<file path="src/rtl/rv_mem_arbiter.sv">
// Two-master arbiter sharing one registered memory bus port between instruction fetch and LSU.
// Data wins ties, limited by a streak counter; supports fetch flush dropping and a bus timeout.
module rv_mem_arbiter #(
  parameter int unsigned DATA_STREAK_MAX = 4,
  parameter int unsigned TIMEOUT_CYCLES  = 255
) (
  input  logic        i_clk,
  input  logic        i_reset,

  input  logic        i_fetch_cyc,
  input  logic [31:0] i_fetch_addr,
  input  logic        i_fetch_flush,
  output logic        o_fetch_ack,
  output logic        o_fetch_err,
  output logic [31:0] o_fetch_rdata,

  input  logic        i_data_cyc,
  input  logic        i_data_we,
  input  logic [3:0]  i_data_sel,
  input  logic [31:0] i_data_addr,
  input  logic [31:0] i_data_wdata,
  output logic        o_data_ack,
  output logic        o_data_err,
  output logic [31:0] o_data_rdata,

  output logic        o_mem_cyc,
  output logic        o_mem_we,
  output logic [3:0]  o_mem_sel,
  output logic [31:0] o_mem_addr,
  output logic [31:0] o_mem_wdata,
  input  logic        i_mem_ack,
  input  logic [31:0] i_mem_rdata
);

  localparam logic [1:0] IDLE   = 2'd0;
  localparam logic [1:0] BUSY_F = 2'd1;
  localparam logic [1:0] BUSY_D = 2'd2;

  localparam int unsigned SW = (DATA_STREAK_MAX < 1) ? 1 : $clog2(DATA_STREAK_MAX + 1);
  localparam int unsigned TW = (TIMEOUT_CYCLES < 1) ? 1 : $clog2(TIMEOUT_CYCLES + 1);

  logic [1:0]    state_q, state_d;
  logic [SW-1:0] streak_q, streak_d;
  logic [TW-1:0] tmo_q, tmo_d;
  logic          drop_q, drop_d;
  logic          mem_cyc_q, mem_cyc_d;
  logic          mem_we_q, mem_we_d;
  logic [3:0]    mem_sel_q, mem_sel_d;
  logic [31:0]   mem_addr_q, mem_addr_d;
  logic [31:0]   mem_wdata_q, mem_wdata_d;

  logic fetch_req, streak_full, grant_data, grant_fetch;
  logic busy, timeout_hit, done, fetch_drop;
  logic in_busy_f, in_busy_d;

  assign fetch_req   = i_fetch_cyc & ~i_fetch_flush;
  assign streak_full = (streak_q == SW'(DATA_STREAK_MAX));
  assign grant_data  = (state_q == IDLE) & i_data_cyc & ~(fetch_req & streak_full);
  assign grant_fetch = (state_q == IDLE) & fetch_req & ~grant_data;

  assign busy      = (state_q == BUSY_F) | (state_q == BUSY_D);
  assign in_busy_f = (state_q == BUSY_F);
  assign in_busy_d = (state_q == BUSY_D);

  // The counter holds the number of completed BUSY cycles, so the cycle that would bring it to
  // TIMEOUT_CYCLES is the last one; an ack in that same cycle takes priority.
  assign timeout_hit = (TIMEOUT_CYCLES != 0) && busy && !i_mem_ack &&
                       (tmo_q == TW'(TIMEOUT_CYCLES - 1));
  assign done        = busy & (i_mem_ack | timeout_hit);
  assign fetch_drop  = drop_q | i_fetch_flush;

  always_comb begin
    state_d     = state_q;
    streak_d    = streak_q;
    tmo_d       = tmo_q;
    drop_d      = drop_q;
    mem_cyc_d   = mem_cyc_q;
    mem_we_d    = mem_we_q;
    mem_sel_d   = mem_sel_q;
    mem_addr_d  = mem_addr_q;
    mem_wdata_d = mem_wdata_q;
    unique case (state_q)
      IDLE: begin
        tmo_d  = '0;
        drop_d = 1'b0;
        if (grant_data) begin
          state_d     = BUSY_D;
          mem_cyc_d   = 1'b1;
          mem_we_d    = i_data_we;
          mem_sel_d   = i_data_sel;
          mem_addr_d  = i_data_addr;
          mem_wdata_d = i_data_wdata;
          // A data grant with fetch waiting implies the streak is below its limit.
          streak_d    = fetch_req ? streak_q + SW'(1) : '0;
        end else if (grant_fetch) begin
          state_d     = BUSY_F;
          mem_cyc_d   = 1'b1;
          mem_we_d    = 1'b0;
          mem_sel_d   = 4'hF;
          mem_addr_d  = i_fetch_addr;
          mem_wdata_d = '0;
          streak_d    = '0;
        end
      end
      BUSY_F, BUSY_D: begin
        tmo_d = tmo_q + TW'(1);
        if (in_busy_f && i_fetch_flush) begin
          drop_d = 1'b1;
        end
        if (done) begin
          state_d   = IDLE;
          mem_cyc_d = 1'b0;
          drop_d    = 1'b0;
        end
      end
      default: state_d = IDLE;
    endcase
  end

  always_ff @(posedge i_clk) begin
    if (i_reset) begin
      state_q     <= IDLE;
      streak_q    <= '0;
      tmo_q       <= '0;
      drop_q      <= 1'b0;
      mem_cyc_q   <= 1'b0;
      mem_we_q    <= 1'b0;
      mem_sel_q   <= 4'h0;
      mem_addr_q  <= '0;
      mem_wdata_q <= '0;
    end else begin
      state_q     <= state_d;
      streak_q    <= streak_d;
      tmo_q       <= tmo_d;
      drop_q      <= drop_d;
      mem_cyc_q   <= mem_cyc_d;
      mem_we_q    <= mem_we_d;
      mem_sel_q   <= mem_sel_d;
      mem_addr_q  <= mem_addr_d;
      mem_wdata_q <= mem_wdata_d;
    end
  end

  assign o_mem_cyc   = mem_cyc_q;
  assign o_mem_we    = mem_we_q;
  assign o_mem_sel   = mem_sel_q;
  assign o_mem_addr  = mem_addr_q;
  assign o_mem_wdata = mem_wdata_q;

  // Responses are combinational from the bus ack; reset masks a stray ack in the reset cycle.
  assign o_fetch_ack   = ~i_reset & in_busy_f & i_mem_ack & ~fetch_drop;
  assign o_fetch_err   = ~i_reset & in_busy_f & timeout_hit & ~fetch_drop;
  assign o_data_ack    = ~i_reset & in_busy_d & i_mem_ack;
  assign o_data_err    = ~i_reset & in_busy_d & timeout_hit;
  assign o_fetch_rdata = o_fetch_ack ? i_mem_rdata : 32'h0;
  assign o_data_rdata  = o_data_ack ? i_mem_rdata : 32'h0;

endmodule

</file>
<file path="config.mk">
export PLATFORM = sky130hd
export DESIGN_NAME = rv_mem_arbiter
export DESIGN_NICKNAME = d
export VERILOG_FILES = /design/src/rtl/rv_mem_arbiter.sv
export SDC_FILE = /design/constraint.sdc
export NUM_CORES = 1
export LEC_CHECK = 0
export BUFFER_PORTS_ARGS = -buffer_cell sky130_fd_sc_hd__buf_4
export CAP_MARGIN = 40
export CORE_AREA = 2 2 107 109
export DETAILED_ROUTE_END_ITERATION = 10
export DIE_AREA = 0 0 109 111
export GPL_TIMING_DRIVEN = 0
export PLACE_DENSITY = 0.71
export SLEW_MARGIN = 20
export SYNTH_ARGS = -nofsm -noshare
export SYNTH_HDL_FRONTEND = slang
export SYNTH_SLANG_ARGS = --single-unit
</file>
<file path="constraint.sdc">
create_clock -name i_clk -period 2.4 [get_ports i_clk]
set_input_delay 0.48 -clock i_clk [delete_from_list [all_inputs] [get_ports i_clk]]
set_output_delay 0.48 -clock i_clk [all_outputs]
set_load 0.03 [all_outputs]
</file>
==> impl_metrics.toml <==
[floorplan]
core_um2 = 11100
fp.dieH_um = 111
start_util_pct = 35.1
pin_count = 277
die_area_um2 = 12100
rows = 39
chipWidth_um = 109

[grt]
overflow = 0
antenna_found_initial = 0
grt_pass1_vias = 4424
grt_pass1_wl_mm = 22.7
grt_use_total_pct = 24.2
grt_max_degree = 15

[worst_setup_path]
worstPathRequired_ns = 1.92
reg2reg_to = "o_mem_addr[14]$_SDFFE_PP0P_"
arrival_ns = 1.84
path_cells = "inv_2, ha_4, nand2b_4, nor4b_4, buf_4, clkbuf_8, and2_1, buf_6"
reg2reg_from = "state_q[0]$_SDFFE_PP0P_"
r2r_slack_ns = 0.39
r2r_cells = 7
worst_setup_path_end_kind = "primary output"
startpoint_type = "flop"
max_stage_delay_ns = 0.33
criticalPathCategory = "flop to primary output"
crit_fanout = 10
slowest_stage = "dfxtp_2"

[hold_path]
worstHoldStart = "i_data_wdata[23]"
hold_depth = 3
min_path_type = "input pin to flop"
hold-path-endpoint = "o_mem_wdata[23]$_SDFFE_PP0P_"

[cells_and_area]
syn2layout_area_growth_pct = 71.6
multiInputGateArea_um2 = 2030
final_core_util_pct = 60.2
fillers = 1018
finalNonFillerCells = 909
final_area_um2 = 6670
final_net_count = 908
ff_latch_area_um2 = 1680
drive_gt1_share_pct = 44.0
antenna_cells = 0

[pwr]
leakagePower_nw = 3.21
power_density_nw_per_um2 = 1100
ir_worst_vdd_v = 0.000626
p_total_mw = 7.34

[detailed_routing]
drtIter0Drc = 228
ant_nets = 0
drc = 0
routedWlPerCell_um = 16.5
drt-pass1-iter-count = 4
drt-total-wl_mm = 15.0
dr_total_vias = 4540
viasPerCell = 4.99

[synth]
syn_nets = 617
ys_ff_latch = 84
synth_ff_type = "dfxtp_1"
seq_area_frac_synth_pct = 43.2
ys_types = 38
syn_inst = 470
netlist_area_um2 = 3890
yosysWarnings = 0
async_reset_ff_share_pct = 0
synth_edf_count = 0
syn-mean-instance-area_um2 = 8.27

[sta]
worst_pin_slew_ns = 0.637
period_share_pct = 96.6
finalSetupTns_ns = 0
rsz0062_at_grt = "true"
finalHoldViolCount = 0
clock-skew-final_ns = 0.00676
drv_slew = 0
setup_violations = 0
max_freq_mhz = 431
period_minus_slack_ns = 2.32
max_slew_margin_pct = 57.5

[place]
dp_hpwl_mm = 11.8
place_area_um2 = 6140
gp_congestion = 0.909
dp_cells = 889
io_buffers = 276

[clocking]
clk_pin_slew_ns = 0.06
clock_path_buffers = 2
clock_latency_ns = 0.34
clock-sinks = 84
tritoncts = "yes"
cts-root-buf = "clkbuf_16"
numCtsBuffers = 9
cts_max_level = 3

[status]
status = "complete, no violations"

[flow_run]
cap_violations = 0
-- state kept, by name (all words and copies together), names as in the netlist --
signal,flops
o_mem_we,1
streak_q,3
o_mem_cyc,1
drop_q,1
state_q,2
o_mem_addr,32
tmo_q,8
o_mem_sel,4
o_mem_wdata,32
-- per-layer routing --
metal | share of wire [%] | routed length (µm) | track usage [%] | vias to the layer above
li1 | - | - | - | 2197
met1 | 38 | 5710 | 26.9 | 2128
met2 | 52 | 7780 | 44.3 | 187
met3 | 6.7 | 999 | 3.64 | 28
met4 | 3.3 | 500 | 10.9 | 0
met5 | 0 | 0 | 0 | -
-- worst max-delay path by stage --
stage,start,slack [ns],end
5_1_grt,state_q[0]$_SDFFE_PP0P_,-0.04,o_fetch_err
6_report,state_q[1]$_SDFFE_PP0P_,0.08,o_fetch_rdata[16]
2_1_floorplan,state_q[0]$_SDFFE_PP0P_,0.07,o_fetch_err
4_1_cts,state_q[1]$_SDFFE_PP0P_,0.003,o_fetch_rdata[18]
3_3_place_gp,i_reset,-0.03,o_fetch_err
3_5_place_dp,i_reset,-0.02,o_fetch_err
-- Yosys cell counts (3+ instances only) --
cell type / number / area, µm²
nor2_1: 79 / 297
dfxtp_1: 84 / 1680
nor2b_1: 4 / 25.0
xor2_1: 5 / 43.8
nand4_1: 4 / 25.0
nand2_1: 70 / 263
buf_4: 5 / 37.5
buf_2: 16 / 80.1
a311oi_1: 33 / 289
inv_1: 8 / 30.0
a22oi_1: 33 / 248
ha_1: 8 / 100
clkbuf_1: 17 / 63.8
and2_1: 64 / 400
o21ai_0: 3 / 15.0
a21oi_1: 6 / 30.0
o22ai_1: 4 / 25.0
-- critical path, delay by kind of cell (launching register included) --
family        cells  cell delay (ns)
fa+ha+maj         1             0.15
simple gates      3             0.47
buf+inv           4             0.55
flops             1             0.33
-- cells by family after synthesis --
group | synth area share [%]
and+or+nand+nor | 28.3
buffers and inverters | 6.02
DFF | 43.2
xor gates and xnor gates | 1.58
adders and majority gates | 2.57
AOI/OAI and AO/OA | 18.2
-- layout by cell type, fill, tap and decap left out, types with 3 or more instances in the layout --
cell,count
buf_6,23
o21ai_0,3
a22oi_1,33
a21oi_1,6
clkbuf_16,9
o22ai_1,4
clkbuf_1,12
buf_2,17
dfxtp_1,82
nand4_1,4
a311oi_1,33
nor2b_1,3
buf_4,263
ha_1,7
nor2_1,79
and2_1,62
inv_1,7
bufinv_16,3
clkbuf_2,3
nand2_1,70
xor2_1,5
-- per-stage QoR --
step	setup slack, ns	hold WS [ns]
after CTS	0.00297	0.379
after floorplan	0.0739	0.449
after detailed placement	-0.0152	0.470
after global routing	-0.0360	0.401
after global placement	-0.0316	0.457
final	0.0816	0.394
-- area by class of cell --
class                      count  area share, %
inverter                       8          0.450
clock inverter                 6           1.67
sequential                    84           25.2
timing repair buffer         280           32.6
clock buffer                  10           3.43
tap                          143           2.68
multi-input combinational    338           30.4
buffer                        40           3.47
-- repair_timing --
item,4_1_cts,5_1_grt
cloned,1,0
hold buffers,0,0
setup endpoints to repair,31,63
pin swaps,1,1
setup buffers,3,0
resized for setup,16,33
-- power breakdown --
group	internal (mW)	leakage (nW)	switching (mW)
registers	1.80	0.692	0.239
clock network	1.02	0.168	0.557
logic	1.41	2.35	2.30
total	4.24	3.21	3.10
Power figures use the tool's default switching activity.
